<file path="src/rtl/debounce_pkg.sv">
// Shared types and defaults for the button debouncer.
package debounce_pkg;

    typedef enum logic [1:0] {
        STABLE_LO,
        PEND_HI,
        STABLE_HI,
        PEND_LO
    } chan_state_e;

    localparam int WIDTH_DEF         = 3;
    localparam int STABLE_CYCLES_DEF = 65536;

endpackage

</file>
<file path="src/rtl/debounce_chan.sv">
// One debounced button channel: 2-flop synchronizer, then a 4-state
// pending/stable FSM with registered level and edge pulses.
module debounce_chan
    import debounce_pkg::*;
#(
    parameter int STABLE_CYCLES = STABLE_CYCLES_DEF
) (
    input  logic clk_i,
    input  logic reset_n_i,
    input  logic i_button,
    output logic o_level,
    output logic o_press,
    output logic o_release
);

    localparam int CW = $clog2(STABLE_CYCLES);
    localparam logic [CW-1:0] TERM = CW'(STABLE_CYCLES - 1);

    logic [1:0]    r_sync;
    logic          w_sample;
    chan_state_e   r_state;
    logic [CW-1:0] r_cnt;
    logic          r_level;
    logic          r_press;
    logic          r_release;

    assign w_sample = r_sync[1];

    always_ff @(posedge clk_i or negedge reset_n_i) begin
        if (!reset_n_i) begin
            r_sync <= 2'b00;
        end else begin
            r_sync <= {r_sync[0], i_button};
        end
    end

    // Entering a pending state already counts the first differing sample.
    always_ff @(posedge clk_i or negedge reset_n_i) begin
        if (!reset_n_i) begin
            r_state   <= STABLE_LO;
            r_cnt     <= '0;
            r_level   <= 1'b0;
            r_press   <= 1'b0;
            r_release <= 1'b0;
        end else begin
            r_press   <= 1'b0;
            r_release <= 1'b0;
            unique case (r_state)
                STABLE_LO: begin
                    if (w_sample) begin
                        r_state <= PEND_HI;
                        r_cnt   <= CW'(1);
                    end
                end
                STABLE_HI: begin
                    if (!w_sample) begin
                        r_state <= PEND_LO;
                        r_cnt   <= CW'(1);
                    end
                end
                PEND_HI: begin
                    if (!w_sample) begin
                        r_state <= STABLE_LO;
                        r_cnt   <= '0;
                    end else if (r_cnt == TERM) begin
                        r_state <= STABLE_HI;
                        r_cnt   <= '0;
                        r_level <= 1'b1;
                        r_press <= 1'b1;
                    end else begin
                        r_cnt <= r_cnt + CW'(1);
                    end
                end
                PEND_LO: begin
                    if (w_sample) begin
                        r_state <= STABLE_HI;
                        r_cnt   <= '0;
                    end else if (r_cnt == TERM) begin
                        r_state   <= STABLE_LO;
                        r_cnt     <= '0;
                        r_level   <= 1'b0;
                        r_release <= 1'b1;
                    end else begin
                        r_cnt <= r_cnt + CW'(1);
                    end
                end
                default: begin
                    r_state <= STABLE_LO;
                    r_cnt   <= '0;
                end
            endcase
        end
    end

    assign o_level   = r_level;
    assign o_press   = r_press;
    assign o_release = r_release;

endmodule

</file>
<file path="src/rtl/button_debounce.sv">
// Multi-channel button debouncer; each channel is fully independent.
module button_debounce
    import debounce_pkg::*;
#(
    parameter int width_p         = WIDTH_DEF,
    parameter int stable_cycles_p = STABLE_CYCLES_DEF
) (
    input  logic               clk_i,
    input  logic               reset_n_i,
    input  logic [width_p-1:0] button_async_unsafe_i,
    output logic [width_p-1:0] level_o,
    output logic [width_p-1:0] press_o,
    output logic [width_p-1:0] release_o
);

    for (genvar g = 0; g < width_p; g++) begin : g_chan
        debounce_chan #(
            .STABLE_CYCLES(stable_cycles_p)
        ) u_chan (
            .clk_i    (clk_i),
            .reset_n_i(reset_n_i),
            .i_button (button_async_unsafe_i[g]),
            .o_level  (level_o[g]),
            .o_press  (press_o[g]),
            .o_release(release_o[g])
        );
    end

endmodule

</file>
<file path="config.mk">
export PLATFORM = sky130hd
export DESIGN_NAME = button_debounce
export DESIGN_NICKNAME = d
export VERILOG_FILES = /design/src/rtl/debounce_pkg.sv /design/src/rtl/debounce_chan.sv /design/src/rtl/button_debounce.sv
export SDC_FILE = /design/constraint.sdc
export NUM_CORES = 1
export LEC_CHECK = 0
export ABC_AREA = 1
export CORE_ASPECT_RATIO = 1.4
export CORE_UTILIZATION = 65
export CTS_CLUSTER_SIZE = 16
export DETAILED_ROUTE_END_ITERATION = 8
export PLACE_DENSITY = 0.84
export SLEW_MARGIN = 10
export SYNTH_ARGS = -nofsm -noshare
export SYNTH_HDL_FRONTEND = slang
export SYNTH_SLANG_ARGS = --single-unit
</file>
<file path="constraint.sdc">
create_clock -name clk_i -period 2.3 [get_ports clk_i]
set_clock_uncertainty 0.05 [all_clocks]
set_input_delay 0.575 -clock clk_i [delete_from_list [all_inputs] [get_ports clk_i]]
set_output_delay 0.575 -clock clk_i [all_outputs]
set_load 0.1 [all_outputs]
</file>
After elaboration in Yosys (flattened, before gate mapping)
Index checks and enable logic that the tools add are counted.
- flip-flop bits (word level): 69
- bits of input ports: 5
- output and inout port bits: 9
- word-level logic and storage cells: 141
- add/sub/neg operators: 3
- eq/ne operators: 36
- mux-type cells: 69
- reduce and logical (&&, ||, !) cells: 15
- operators with widths (cell ; number):
    16-bit 2-to-1 mux ; 15
    16-bit one-hot mux with 4 select lines ; 3
    16-bit by 1-bit adder with 16-bit output, second input constant ; 3
    16-bit equality test, second input constant ; 3
    2-bit 2-to-1 mux ; 18
    1-bit 2-to-1 mux ; 27
    2-bit by 1-bit != test with 1-bit output, second input constant ; 12
    2-bit one-hot mux with 4 select lines ; 3
    5-bit AND reduction ; 3
    2-bit equality test, second input constant ; 6
    2-bit != test, second input constant ; 6
    4-bit AND reduction ; 3
    3-bit by 1-bit != test with 1-bit output, second input constant ; 3
    3-bit != test, second input constant ; 3
    2-bit by 1-bit equality test with 1-bit output, second input constant ; 3
    2-bit logical NOT ; 3
    1-bit one-hot mux with 2 select lines ; 3
    2-bit AND reduction ; 3
    2-bit nonzero test ; 3

Depth between registers and ports, before layout
Gate-level depths: netlist (run 1).
- depth in word-level cells: 4
- mapped depth: 10
- depth with buffers taken out: 10

By module
A second synthesis (run 1) with hierarchy kept.
- cell total of the unflattened synthesis: 504
- area total of the unflattened synthesis: 3998.8 um^2
- by module, submodules not included (module ; times used ; cells an instance ; area each (um^2) ; sequential area each (um^2)):
    debounce_chan at g_chan[0].u_chan ... ; 2 ; 165 ; 1352.5 ; 575.6
    debounce_chan at g_chan[2].u_chan ; 1 ; 174 ; 1293.7 ; 575.6

Worst setup path before layout (run 1)
OpenSTA, ideal clock, no wires.
- path kind: register -> register
- start: register g_chan[1].u_chan.r_cnt[0]
- end: register (tool-made name)
- setup time: 0.117 ns
- data arrival time: 1.316 ns
- required time: 2.133 ns
- setup slack: 0.818 ns
- cell stages (with the launch flop): 11
- buffers on the path: 0
- clock period less this slack: 1.482 ns
- cells stage by stage: dfrtp_1 > ha_1 > nand2_2 > nor2_4 > nand2_2 > nor2_2 > nand2_2 > nand2_4 > nand2_2 > nand2_1 > nand2_1
- RTL lines (what ; line ; RTL):
    start: declaration ; debounce_chan.sv:22 ; logic [CW-1:0] r_cnt;
    start signal: assignment ; debounce_chan.sv:71 ; r_cnt <= r_cnt + CW'(1);
    start signal: assignment ; debounce_chan.sv:84 ; r_cnt <= r_cnt + CW'(1);

Final worst setup path (run 1)
- start: register g_chan[0].u_chan.r_cnt[0]
- end: register g_chan[0].u_chan.r_state[0]
- longest elaborated chain between the ends: 3
- elaborated cells between the ends (all ways): 4
- those cells by class: eq/ne (3); reduce/logical (1)
- ends and longest elaborated chain (what ; line ; RTL):
    start: declaration ; debounce_chan.sv:22 ;
    start signal: assignment ; debounce_chan.sv:71 ;
    start signal: assignment ; debounce_chan.sv:84 ;
    16-bit equality test (*) ; debounce_chan.sv:65, debounce_chan.sv:78 ;
    3-bit by 1-bit != test with 1-bit output (no source line) / 3-bit != test (equally long branches) ; -- ;
    4-bit AND reduction (no source line) (*) ; -- ;
    end signal: assignment ; debounce_chan.sv:63 ; r_state <= STABLE_LO;
    end signal: assignment ; debounce_chan.sv:66 ; r_state <= STABLE_HI;
    end signal: assignment ; debounce_chan.sv:79 ; r_state <= STABLE_LO;
    end: declaration ; debounce_chan.sv:21 ; chan_state_e r_state;
Mark *: on every way between the ends. The rest lies on a longest branch, timed or not.
A chain may end at the register's enable or synchronous reset.

==> flow_summary_export.csv, run 1 <==
group,metric,value,unit
logic_synthesis,synth-edff-count,0,
placement,place.port_buffers,13,
setup_path,endpoint_kind,"register",
outcome,status,"complete, no violations",
final_layout,area_growth_syn_to_layout,7.297,%
final_layout,layout_nets,512,
logic_synthesis,post_synth_instance_area,3824,um2
clock_tree,post_cts.resized_instances,0,
logic_synthesis,synth-seq-area-share,0.4516,
power_and_ir_drop,cellLeakagePower,1.914,nW
route,pre_antenna_drt_iters,4,
placement,finalWeightedCongestion,0.8556,
route,first_iter_violations,213,
power_and_ir_drop,irDropWorstVdd,0.5454,mV
final_layout,post_route_cells_drive_above_1_share,0.1081,
flow_run,drv.max_cap_violation_count,0,
timing,max_clock_freq,555.7,MHz
route,routed_wirelength,7678,um
timing,fin_tns_setup,0,ns
global_routing,largest_net_degree_at_the_start_of_global_routing,70,
timing,period_minus_slack,1.799,ns
global_routing,global_route.usage.met1,0.3347,
clock_tree,cts-root-to-sink-buffers,2,
timing,worstMarginPinSlew,0.4362,ns
floorplanning,design.die.area,6198,um2
clock_tree,clk_sink_count,69,
logic_synthesis,synthesis.instances,494,
logic_synthesis,async_flop_share,1.000,
logic_synthesis,synth.ff_latch_count,69,
route,final_antenna_net_count,0,
timing,setup_viol_count_final,0,
logic_synthesis,synth.net_count,502,
timing,rsz0062_at_grt,"no",
global_routing,grt_util_all_layers,0.2841,
setup_path,setup.worst_path.start_class,"register",
logic_synthesis,yosysTopAreaCell,"dfrtp_1",
logic_synthesis,synth-warning-count,0,
floorplanning,initial_core_util,0.6821,
route,vias_per_cell,5.504,
logic_synthesis,postSynthAreaPerCell,7.740,um2
setup_path,required,2.47,ns
clock_tree,cts-root-buf,"clkbuf_8",
setup_path,worst_r2r_path_depth,10,
route,detailroute.via_count,3176,
timing,timing.final.hold_violations,0,
placement,postPlaceCellArea,3918,um2
global_routing,grt_most_used_layer,"met2",
clock_tree,cts_buffers,9,
global_routing,grt_pass1_vias,3084,
route,routedWlPerCell,13.31,um
route,drcViolationCount,0,
power_and_ir_drop,powerDensity,746.7,nW/um2
final_layout,num_antenna_cells,0,
setup_path,reg2reg_slack,0.50,ns
logic_synthesis,post_synth_main_area_contributors,"dfrtp_1, nand2_1, nand3_1",
global_routing,global_route_wire_length_before_repair,13200,um
global_routing,antenna_found_initial,0,
clock_tree,post-cts-setup-buffer-count,0,
timing,report.final.slew_viol_count,0,
logic_synthesis,synthFlopType,"dfrtp_1",
setup_path,critical_path.reg2reg.endpoint,"g_chan[0].u_chan.r_state[0]",
setup_path,worst-endpoint-arrival,1.97,ns
setup_path,timing_worst_setup_path_type,"reg -> reg",
final_layout,layout.cell_area.non_filler,4103,um2
clock_tree,insertion_delay,0.34,ns
timing,slew_headroom,0.7081,
setup_path,timing.critical_path.from,"g_chan[0].u_chan.r_cnt[0]",
floorplanning,die_width,66.82,um
floorplanning,io-pin-count,14,
clock_tree,cts_tree,"yes",
global_routing,globalRouteMet2Util,0.5000,
setup_path,worst-path-max-fanout,12,
logic_synthesis,synth.lib_cells_used.distinct,31,
clock_tree,clk_pin_slew,0.08,ns
global_routing,grt.met3_usage,0.05542,
setup_path,timing.rr.start,"g_chan[0].u_chan.r_cnt[0]",
clock_tree,htree_levels,3,
hold_path,min-delay-path-class,"in -> async",
placement,dpl.hpwl,5486,um
floorplanning,rows,32,
global_routing,grt.overflow.total,0,
setup_path,worstSetupEndpoint,"g_chan[0].u_chan.r_state[0]",
timing,final_min_period_over_clock_period,0.7824,
clock_tree,cts_hold_buf,0,
floorplanning,core_area,5605,um2
floorplanning,die_outline_height,92.75,um
logic_synthesis,synthDominantCellAreaShare,0.4516,
-- metal layers --
layer,routed length (um),part of all wire,vias up
met5,0,0,-
met4,113,0.015,0
met3,256,0.033,9
met2,4109,0.54,56
met1,3199,0.42,1521
li1,-,-,1590
-- power by group --
| group | switching [mW] | internal [mW] |
|---|---|---|
| logic | 0.498 | 0.194 |
| registers | 0.142 | 1.32 |
| clock network | 0.484 | 0.425 |
| total | 1.12 | 1.94 |
-- final cells by class --
cell class,count,area [um2]
multi-input combinational,354,1773
tap,68,85.08
fill,432,1503
inverter,56,210.2
clock buffer,10,137.6
sequential,69,1727
clock inverter,6,47.55
timing repair buffer,14,122.6
-- stage by stage --
step / total power [mW] / worst slack [ns] / utilization / std cells / hold slack, ns
final: 3.063 / 0.5005 / 0.7319 / 577 / 0.1656
after global routing: 3.258 / 0.3470 / 0.7319 / 577 / 0.1993
after CTS: 3.088 / 0.5138 / 0.7319 / 577 / 0.1918
after detailed placement: 2.168 / 0.5410 / 0.6989 / 561 / 0.2941
after global placement: 2.139 / 0.6231 / 0.6989 / 561 / 0.2829
after floorplan: 2.017 / 0.8176 / - / 494 / 0.2294
-- cells in the final DEF (no fill, tap or decap), types with 4 or more instances in the layout --
cell | synthesis | layout
nand2_1 | 151 | 151
dfrtp_1 | 69 | 69
inv_1 | 54 | 54
nor2_1 | 45 | 45
nand3_1 | 41 | 41
o21ai_0 | 34 | 34
xor2_1 | 15 | 15
nand4_1 | 10 | 10
o22ai_1 | 10 | 10
clkbuf_8 | 0 | 10
buf_4 | 9 | 9
nand2_2 | 8 | 8
nor2_2 | 7 | 7
a21oi_1 | 4 | 4
o21bai_1 | 4 | 4
clkinvlp_4 | 0 | 4
-- registers in the layout, indices dropped and copies added (netlist names), named ones only --
name and flops:
g_chan.u_chan.o_release 3, g_chan.u_chan.r_state 3, g_chan.u_chan.r_sync 6, g_chan.u_chan.o_level 3, g_chan.u_chan.r_cnt 48, g_chan.u_chan.o_press 3
-- critical path, cell delays in order (launching register included) --
cell	delay (ns)
dfrtp_1	0.44
ha_1	0.23
nand2_2	0.07
nor2_4	0.16
nand2_4	0.09
nor2_4	0.12
nand2_2	0.07
nand2_2	0.20
nand2_1	0.10
inv_1	0.08
nor2_1	0.04
-- cells in the mapped netlist (4+ instances only) --
cell type	n
a21oi_1	4
buf_2	4
buf_4	9
dfrtp_1	69
inv_1	54
nand2_1	151
nand2_2	8
nand3_1	41
nand4_1	10
nor2_1	45
nor2_2	7
o21ai_0	34
o21bai_1	4
o22ai_1	10
xor2_1	15
-- worst min-delay path by stage --
stage                     cells after the start  slack, ns                  startpoint                    endpoint
final                                         2       0.17                   reset_n_i    g_chan[1].u_chan.o_press
after floorplan                               0       0.23                   reset_n_i                   async pin
after global placement                        0       0.28  g_chan[0].u_chan.r_sync[0]  g_chan[0].u_chan.r_sync[1]
after CTS                                     2       0.19                   reset_n_i    g_chan[1].u_chan.o_press
after global routing                          2       0.20                   reset_n_i  g_chan[1].u_chan.r_sync[0]
after detailed placement                      0       0.29  g_chan[2].u_chan.r_sync[0]  g_chan[2].u_chan.r_sync[1]
-- cell families after synthesis --
family | share of synthesized area
fa+ha+maj | 0.009818
simple gates | 0.3321
xor+xnor | 0.04123
mux | 0.002618
buf+inv | 0.08475
flops | 0.4516
compound gates | 0.07788
No activity file was read; power rests on OpenSTA's default activity.
==> inputs of run 2 (changes only) <==
--- a/config.mk
+++ b/config.mk
@@ -7,10 +7,10 @@
 export LEC_CHECK = 0
 export ABC_AREA = 1
 export CORE_ASPECT_RATIO = 1.4
-export CORE_UTILIZATION = 65
+export CORE_UTILIZATION = 61
 export CTS_CLUSTER_SIZE = 16
 export DETAILED_ROUTE_END_ITERATION = 8
-export PLACE_DENSITY = 0.84
+export PLACE_DENSITY = 0.8
 export SLEW_MARGIN = 10
 export SYNTH_ARGS = -nofsm -noshare
 export SYNTH_HDL_FRONTEND = slang
==> constraint.sdc (replaced) <==
create_clock -name clk_i -period 1.75 [get_ports clk_i]
set_clock_uncertainty 0.05 [all_clocks]
set_input_delay 0.4375 -clock clk_i [delete_from_list [all_inputs] [get_ports clk_i]]
set_output_delay 0.4375 -clock clk_i [all_outputs]
set_load 0.1 [all_outputs]
==> flow_summary_export.csv, run 2 (same netlist as run 1, synthesis figures left out) <==
group,metric,value,unit
placement,finalWeightedCongestion,0.8671,
hold_path,min_from,"g_chan[1].u_chan.r_sync[0]",
clock_tree,insertion_delay,0.35,ns
power_and_ir_drop,power.share.clock,0.303,
timing,rsz0062_at_grt,"no",
timing,max_clock_freq,608.1,MHz
timing,period_minus_slack,1.644,ns
final_layout,layout_nets,520,
setup_path,timing.rr.start,"g_chan[0].u_chan.r_cnt[1]",
placement,placed_cells_incl_taps,566,
floorplanning,die_width,68.92,um
global_routing,antenna_found_initial,0,
timing,final_critical_path_setup_slack,0.1055,ns
flow_run,drv.max_cap_violation_count,0,
global_routing,grt_util_all_layers,0.2648,
outcome,status,"complete, no violations",
power_and_ir_drop,share_comb_of_total_power,0.246,
global_routing,grt_pass1_vias,3064,
final_layout,max_reg_flops,48,
clock_tree,htree_levels,3,
floorplanning,core_area,5946,um2
final_layout,layout.filler_cells,471,
setup_path,required,1.92,ns
power_and_ir_drop,irDropWorstVdd,0.6913,mV
final_layout,area_growth_syn_to_layout,12.34,%
final_layout,post_route_cells_drive_above_1_share,0.1180,
clock_tree,cts-root-to-sink-buffers,2,
route,routed_wirelength,7598,um
floorplanning,rows,33,
final_layout,mostFrequentLayoutCells,"nand2_1, dfrtp_1, inv_1",
setup_path,worst-endpoint-arrival,1.82,ns
setup_path,endpoint_kind,"register",
timing,slew_headroom,0.7291,
timing,timing.final.hold_violations,0,
final_layout,number_of_non_filler_instances_in_the_completed_layout,587,
clock_tree,cts_buffers,9,
global_routing,global_route_wire_length_before_repair,12780,um
placement,dpl.hpwl,5517,um
route,drcViolationCount,0,
timing,fin_tns_setup,0,ns
placement,place.port_buffers,13,
global_routing,largest_net_degree_at_the_start_of_global_routing,57,
power_and_ir_drop,power.switching_fraction,0.3457,
power_and_ir_drop,cellLeakagePower,1.990,nW
timing,report.final.slew_viol_count,0,
timing,final_min_period_over_clock_period,0.9397,
final_layout,postLayoutCoreUtil,0.7224,
final_layout,registers.top_by_ff_count,"g_chan.u_chan.r_cnt",
floorplanning,initial_core_util,0.6431,
power_and_ir_drop,power_report.internal_total,2.764,mW
route,detailroute.via_count,3211,
placement,dpl_worst_slack,0.02469,ns
timing,worstMarginPinSlew,0.4059,ns
setup_path,timing.critical_path.from,"g_chan[0].u_chan.r_cnt[1]",
clock_tree,clk_pin_slew,0.07,ns
floorplanning,die_outline_height,95.68,um
final_layout,reg.largest.list,"g_chan.u_chan.r_cnt (48), g_chan.u_chan.r_sync (6)",
clock_tree,cts_tree,"yes",
route,first_iter_violations,169,
power_and_ir_drop,powerDensity,983.3,nW/um2
final_layout,layout.cells.most_common,"nand2_1",
floorplanning,design.die.area,6594,um2
setup_path,worst-path-max-fanout,9,
clock_tree,cts-root-buf,"clkbuf_8",
setup_path,setup.worst_path.start_class,"register",
route,routedWlPerCell,12.94,um
route,final_antenna_net_count,0,
hold_path,min-delay-path-class,"reg -> reg",
final_layout,num_antenna_cells,0,
route,pre_antenna_drt_iters,5,
power_and_ir_drop,power.sequential.fraction,0.451,
route,vias_per_cell,5.470,
floorplanning,io-pin-count,14,
power_and_ir_drop,switching_component_of_the_power,1.460,mW
timing,setup_viol_count_final,0,
clock_tree,clk_sink_count,69,
global_routing,grt.overflow.total,0,
setup_path,timing_worst_setup_path_type,"reg -> reg",
[run 2: changes by cell type in the layout (fill, tap and decap cells not counted), moves of 2 or more]
cell,before,now
buf_12,1,10
clkinvlp_4,4,1
buf_4,9,7
clkbuf_1,0,2
clkinv_2,0,2
[run 2: final cells by class]
cell class,count,area [um2],area share
Clock buffer,12,145.1,0.03379
Clock inverter,4,47.55,0.01107
Inverter,56,210.2,0.04894
Multi-Input combinational cell,354,1780,0.4145
Sequential cell,69,1727,0.4020
Tap cell,70,87.58,0.02039
Timing Repair Buffer,22,297.8,0.06933
[run 2: per-layer routing]
layer / track usage / up-vias / wire (um)
li1: - / 1605 / -
met1: 0.2960 / 1516 / 3136
met2: 0.4628 / 71 / 3999
met3: 0.03828 / 19 / 261
met4: 0.1531 / 0 / 200
met5: 0 / - / 0
[run 2: worst paths after layout]
kind / end / slack (ns) / cells after the start
setup / recovery: g_chan[0].u_chan.r_state[0] / 0.11 / 10
hold / removal: g_chan[1].u_chan.r_sync[1] / 0.31 / 0
setup reg to reg: g_chan[0].u_chan.r_state[0] / 0.11 / 10
hold reg to reg: g_chan[1].u_chan.r_sync[1] / 0.31 / 0
max in group asynchronous: g_chan[0].u_chan.r_cnt[13] / 0.60 / 3
min in group asynchronous: g_chan[1].u_chan.r_sync[1] / 0.47 / 2
[run 2: power by group through the flow]
stage | clock (mW) | combinational, mW | sequential [mW]
6_report | 1.28 | 1.04 | 1.90
5_1_grt | 1.37 | 1.17 | 1.93
4_1_cts | 1.31 | 1.00 | 1.90
3_5_place_dp | 0 | 0.995 | 1.93
3_3_place_gp | 0 | 0.949 | 1.92
2_1_floorplan | 0 | 0.761 | 1.89
[run 2: critical path: stages, from the launching register on]
cell     delay, ns
dfrtp_1       0.38
ha_2          0.21
nand2_2       0.07
nor2_4        0.16
nand2_4       0.09
nor2_4        0.12
nand2_2       0.09
nand2_4       0.13
nand2_1       0.09
inv_1         0.09
nor2_1        0.05
[run 2: timing repair]
action | 4_1_cts | 5_1_grt
resized for setup | 0 | 2
hold buffers | 1 | 0
setup endpoints to repair | 0 | 3
endpoints found under the hold margin | 13 | 0
setup buffers | 0 | 4
[run 2: stage by stage]
stage,power (mW),instance area [um2],hold slack (ns)
floorplan,2.651,3824,0.09191
CTS,4.211,4258,0.3091
finish,4.224,4295,0.3060
global placement,2.867,4055,0.2865
global route,4.476,4295,0.3209
detailed placement,2.924,4055,0.2926
==> inputs of run 3 (changes only) <==
--- a/config.mk
+++ b/config.mk
@@ -6,11 +6,12 @@
 export NUM_CORES = 1
 export LEC_CHECK = 0
 export ABC_AREA = 1
-export CORE_ASPECT_RATIO = 1.4
-export CORE_UTILIZATION = 61
+export CORE_ASPECT_RATIO = 1.75
+export CORE_UTILIZATION = 63
+export CTS_BUF_LIST = sky130_fd_sc_hd__clkbuf_2 sky130_fd_sc_hd__clkbuf_4 sky130_fd_sc_hd__clkbuf_8
 export CTS_CLUSTER_SIZE = 16
 export DETAILED_ROUTE_END_ITERATION = 8
-export PLACE_DENSITY = 0.8
+export PLACE_DENSITY = 0.82
 export SLEW_MARGIN = 10
 export SYNTH_ARGS = -nofsm -noshare
 export SYNTH_HDL_FRONTEND = slang
==> flow_summary_export.csv, run 3 (same netlist as run 1, synthesis figures left out) <==
group,metric,value,unit
outcome,status,"complete, no violations",
clock_tree,cts-root-to-sink-buffers,2,
final_layout,num_antenna_cells,0,
final_layout,mostFrequentLayoutCells,"nand2_1, dfrtp_1, inv_1",
floorplanning,design.die.area,6397,um2
power_and_ir_drop,cellLeakagePower,1.997,nW
timing,final_critical_path_setup_slack,0.1293,ns
final_layout,registers.top_by_ff_count,"g_chan.u_chan.r_cnt",
setup_path,setup.worst_path.start_class,"register",
route,wl_met1,3179,um
clock_tree,clk_sink_count,69,
clock_tree,insertion_delay,0.35,ns
power_and_ir_drop,irDropWorstVdd,0.6036,mV
final_layout,layout.cell_area.non_filler,4317,um2
route,detailroute.via_count,3270,
placement,postPlaceCellArea,4080,um2
clock_tree,cts_buffers,9,
floorplanning,die_width,60.89,um
power_and_ir_drop,power.sequential.fraction,0.446,
final_layout,max_reg_flops,48,
final_layout,reg.largest.list,"g_chan.u_chan.r_cnt (48), g_chan.u_chan.r_sync (6)",
global_routing,global_route_wire_length_before_repair,13750,um
clock_tree,cts_tree,"yes",
placement,place.port_buffers,13,
floorplanning,core_area,5879,um2
power_and_ir_drop,design_power_total,4.276,mW
timing,worstMarginPinSlew,0.4219,ns
timing,setup_viol_count_final,0,
placement,finalWeightedCongestion,0.9132,
setup_path,worst-endpoint-arrival,1.79,ns
timing,slew_headroom,0.7184,
global_routing,antenna_found_initial,0,
power_and_ir_drop,share_comb_of_total_power,0.237,
route,vias_per_cell,5.524,
final_layout,post_route_cells_drive_above_1_share,0.1187,
power_and_ir_drop,powerDensity,990.6,nW/um2
hold_path,min-delay-path-class,"in -> async",
setup_path,timing_worst_setup_path_type,"reg -> reg",
global_routing,grt_pass1_vias,3250,
floorplanning,io-pin-count,14,
timing,final_min_period_over_clock_period,0.9261,
route,routed_wirelength,7934,um
final_layout,layout.cells.most_common,"nand2_1",
timing,report.final.slew_viol_count,0,
clock_tree,clk_pin_slew,0.08,ns
power_and_ir_drop,power.share.clock,0.317,
global_routing,grt_util_all_layers,0.2885,
setup_path,critical_path.reg2reg.endpoint,"g_chan[2].u_chan.o_level",
clock_tree,post-cts-setup-buffer-count,0,
final_layout,area_growth_syn_to_layout,12.89,%
route,routedWlPerCell,13.40,um
route,met2WireLength,4376,um
timing,timing.final.hold_violations,0,
placement,dpl_worst_slack,0.09344,ns
setup_path,reg2reg_slack,0.13,ns
floorplanning,die_outline_height,105.1,um
setup_path,endpoint_kind,"register",
global_routing,grt.overflow.total,0,
route,drcViolationCount,0,
route,pre_antenna_drt_iters,4,
global_routing,largest_net_degree_at_the_start_of_global_routing,70,
flow_run,drv.max_cap_violation_count,0,
power_and_ir_drop,power_report.internal_total,2.818,mW
route,top_signal_layer_used,"met4",
power_and_ir_drop,power.switching_fraction,0.3410,
clock_tree,cts_hold_buf,0,
route,first_iter_violations,179,
timing,max_clock_freq,617.0,MHz
setup_path,worst_r2r_path_depth,6,
route,final_antenna_net_count,0,
setup_path,timing.rr.start,"g_chan[2].u_chan.r_cnt[0]",
clock_tree,htree_levels,3,
placement,dpl.hpwl,5721,um
final_layout,layout_nets,517,
power_and_ir_drop,switching_component_of_the_power,1.458,mW
route,dr_wl_met3,210,um
setup_path,required,1.92,ns
floorplanning,initial_core_util,0.6504,
floorplanning,rows,37,
timing,period_minus_slack,1.621,ns
clock_tree,cts-root-buf,"clkbuf_8",
setup_path,worst-path-max-fanout,8,
[run 3: metal layers]
layer	GRT usage	up-vias
li1	-	1598
met1	0.3220	1594
met2	0.4867	61
met3	0.08045	17
met4	0.1347	0
met5	0	-
[run 3: stage by stage]
stage | TNS [ns] | cells | util | hold slack (ns)
6_report | 0 | 592 | 0.7342 | 0.05601
5_1_grt | -0.05455 | 592 | 0.7342 | 0.07618
4_1_cts | 0 | 592 | 0.7297 | 0.05995
3_5_place_dp | 0 | 576 | 0.6940 | 0.2862
3_3_place_gp | 0 | 576 | 0.6940 | 0.2829
2_1_floorplan | 0 | 494 | - | 0.09191
[run 3: power groups by stage]
| stage | sequential (mW) | combinational, mW | clock, mW |
|---|---|---|---|
| after floorplan | 1.89 | 0.761 | 0 |
| after global placement | 1.92 | 0.949 | 0 |
| after detailed placement | 1.93 | 0.986 | 0 |
| after CTS | 1.90 | 0.993 | 1.38 |
| after global routing | 1.93 | 1.14 | 1.45 |
| final | 1.91 | 1.01 | 1.36 |
[run 3: worst max path at each step]
stage,start,to,slack [ns],cells past startpoint
after CTS,g_chan[0].u_chan.r_cnt[1],g_chan[0].u_chan.r_state[0],0.07,10
after global routing,g_chan[2].u_chan.r_cnt[0],g_chan[2].u_chan.o_level,-0.05,6
after floorplan,g_chan[1].u_chan.r_cnt[0],register,0.27,10
final,g_chan[2].u_chan.r_cnt[0],g_chan[2].u_chan.o_level,0.13,6
after detailed placement,g_chan[0].u_chan.r_cnt[1],g_chan[0].u_chan.r_state[0],0.09,10
after global placement,g_chan[0].u_chan.r_cnt[1],g_chan[0].u_chan.r_state[0],0.16,10
[run 3: layout make-up]
cell class,instances,area [um2]
multi-input cells,354,1799
fillers,454,1563
flip-flops and latches,69,1727
clock buffers,12,165.2
well taps,78,97.59
repair buffers,19,272.8
clock inverters,4,45.04
inverters,56,210.2
[run 3: timing repair]
action,CTS,global route
endpoints found under the hold margin,0,0
resized for setup,0,4
endpoints found under the setup margin,0,6
[run 3: worst max-delay path, stage by stage (launching register included)]
cell	delay (ns)
dfrtp_1	0.41
ha_1	0.24
nand3_4	0.12
nor2_8	0.17
nand4_4	0.15
o21ai_0	0.22
o21ai_0	0.11
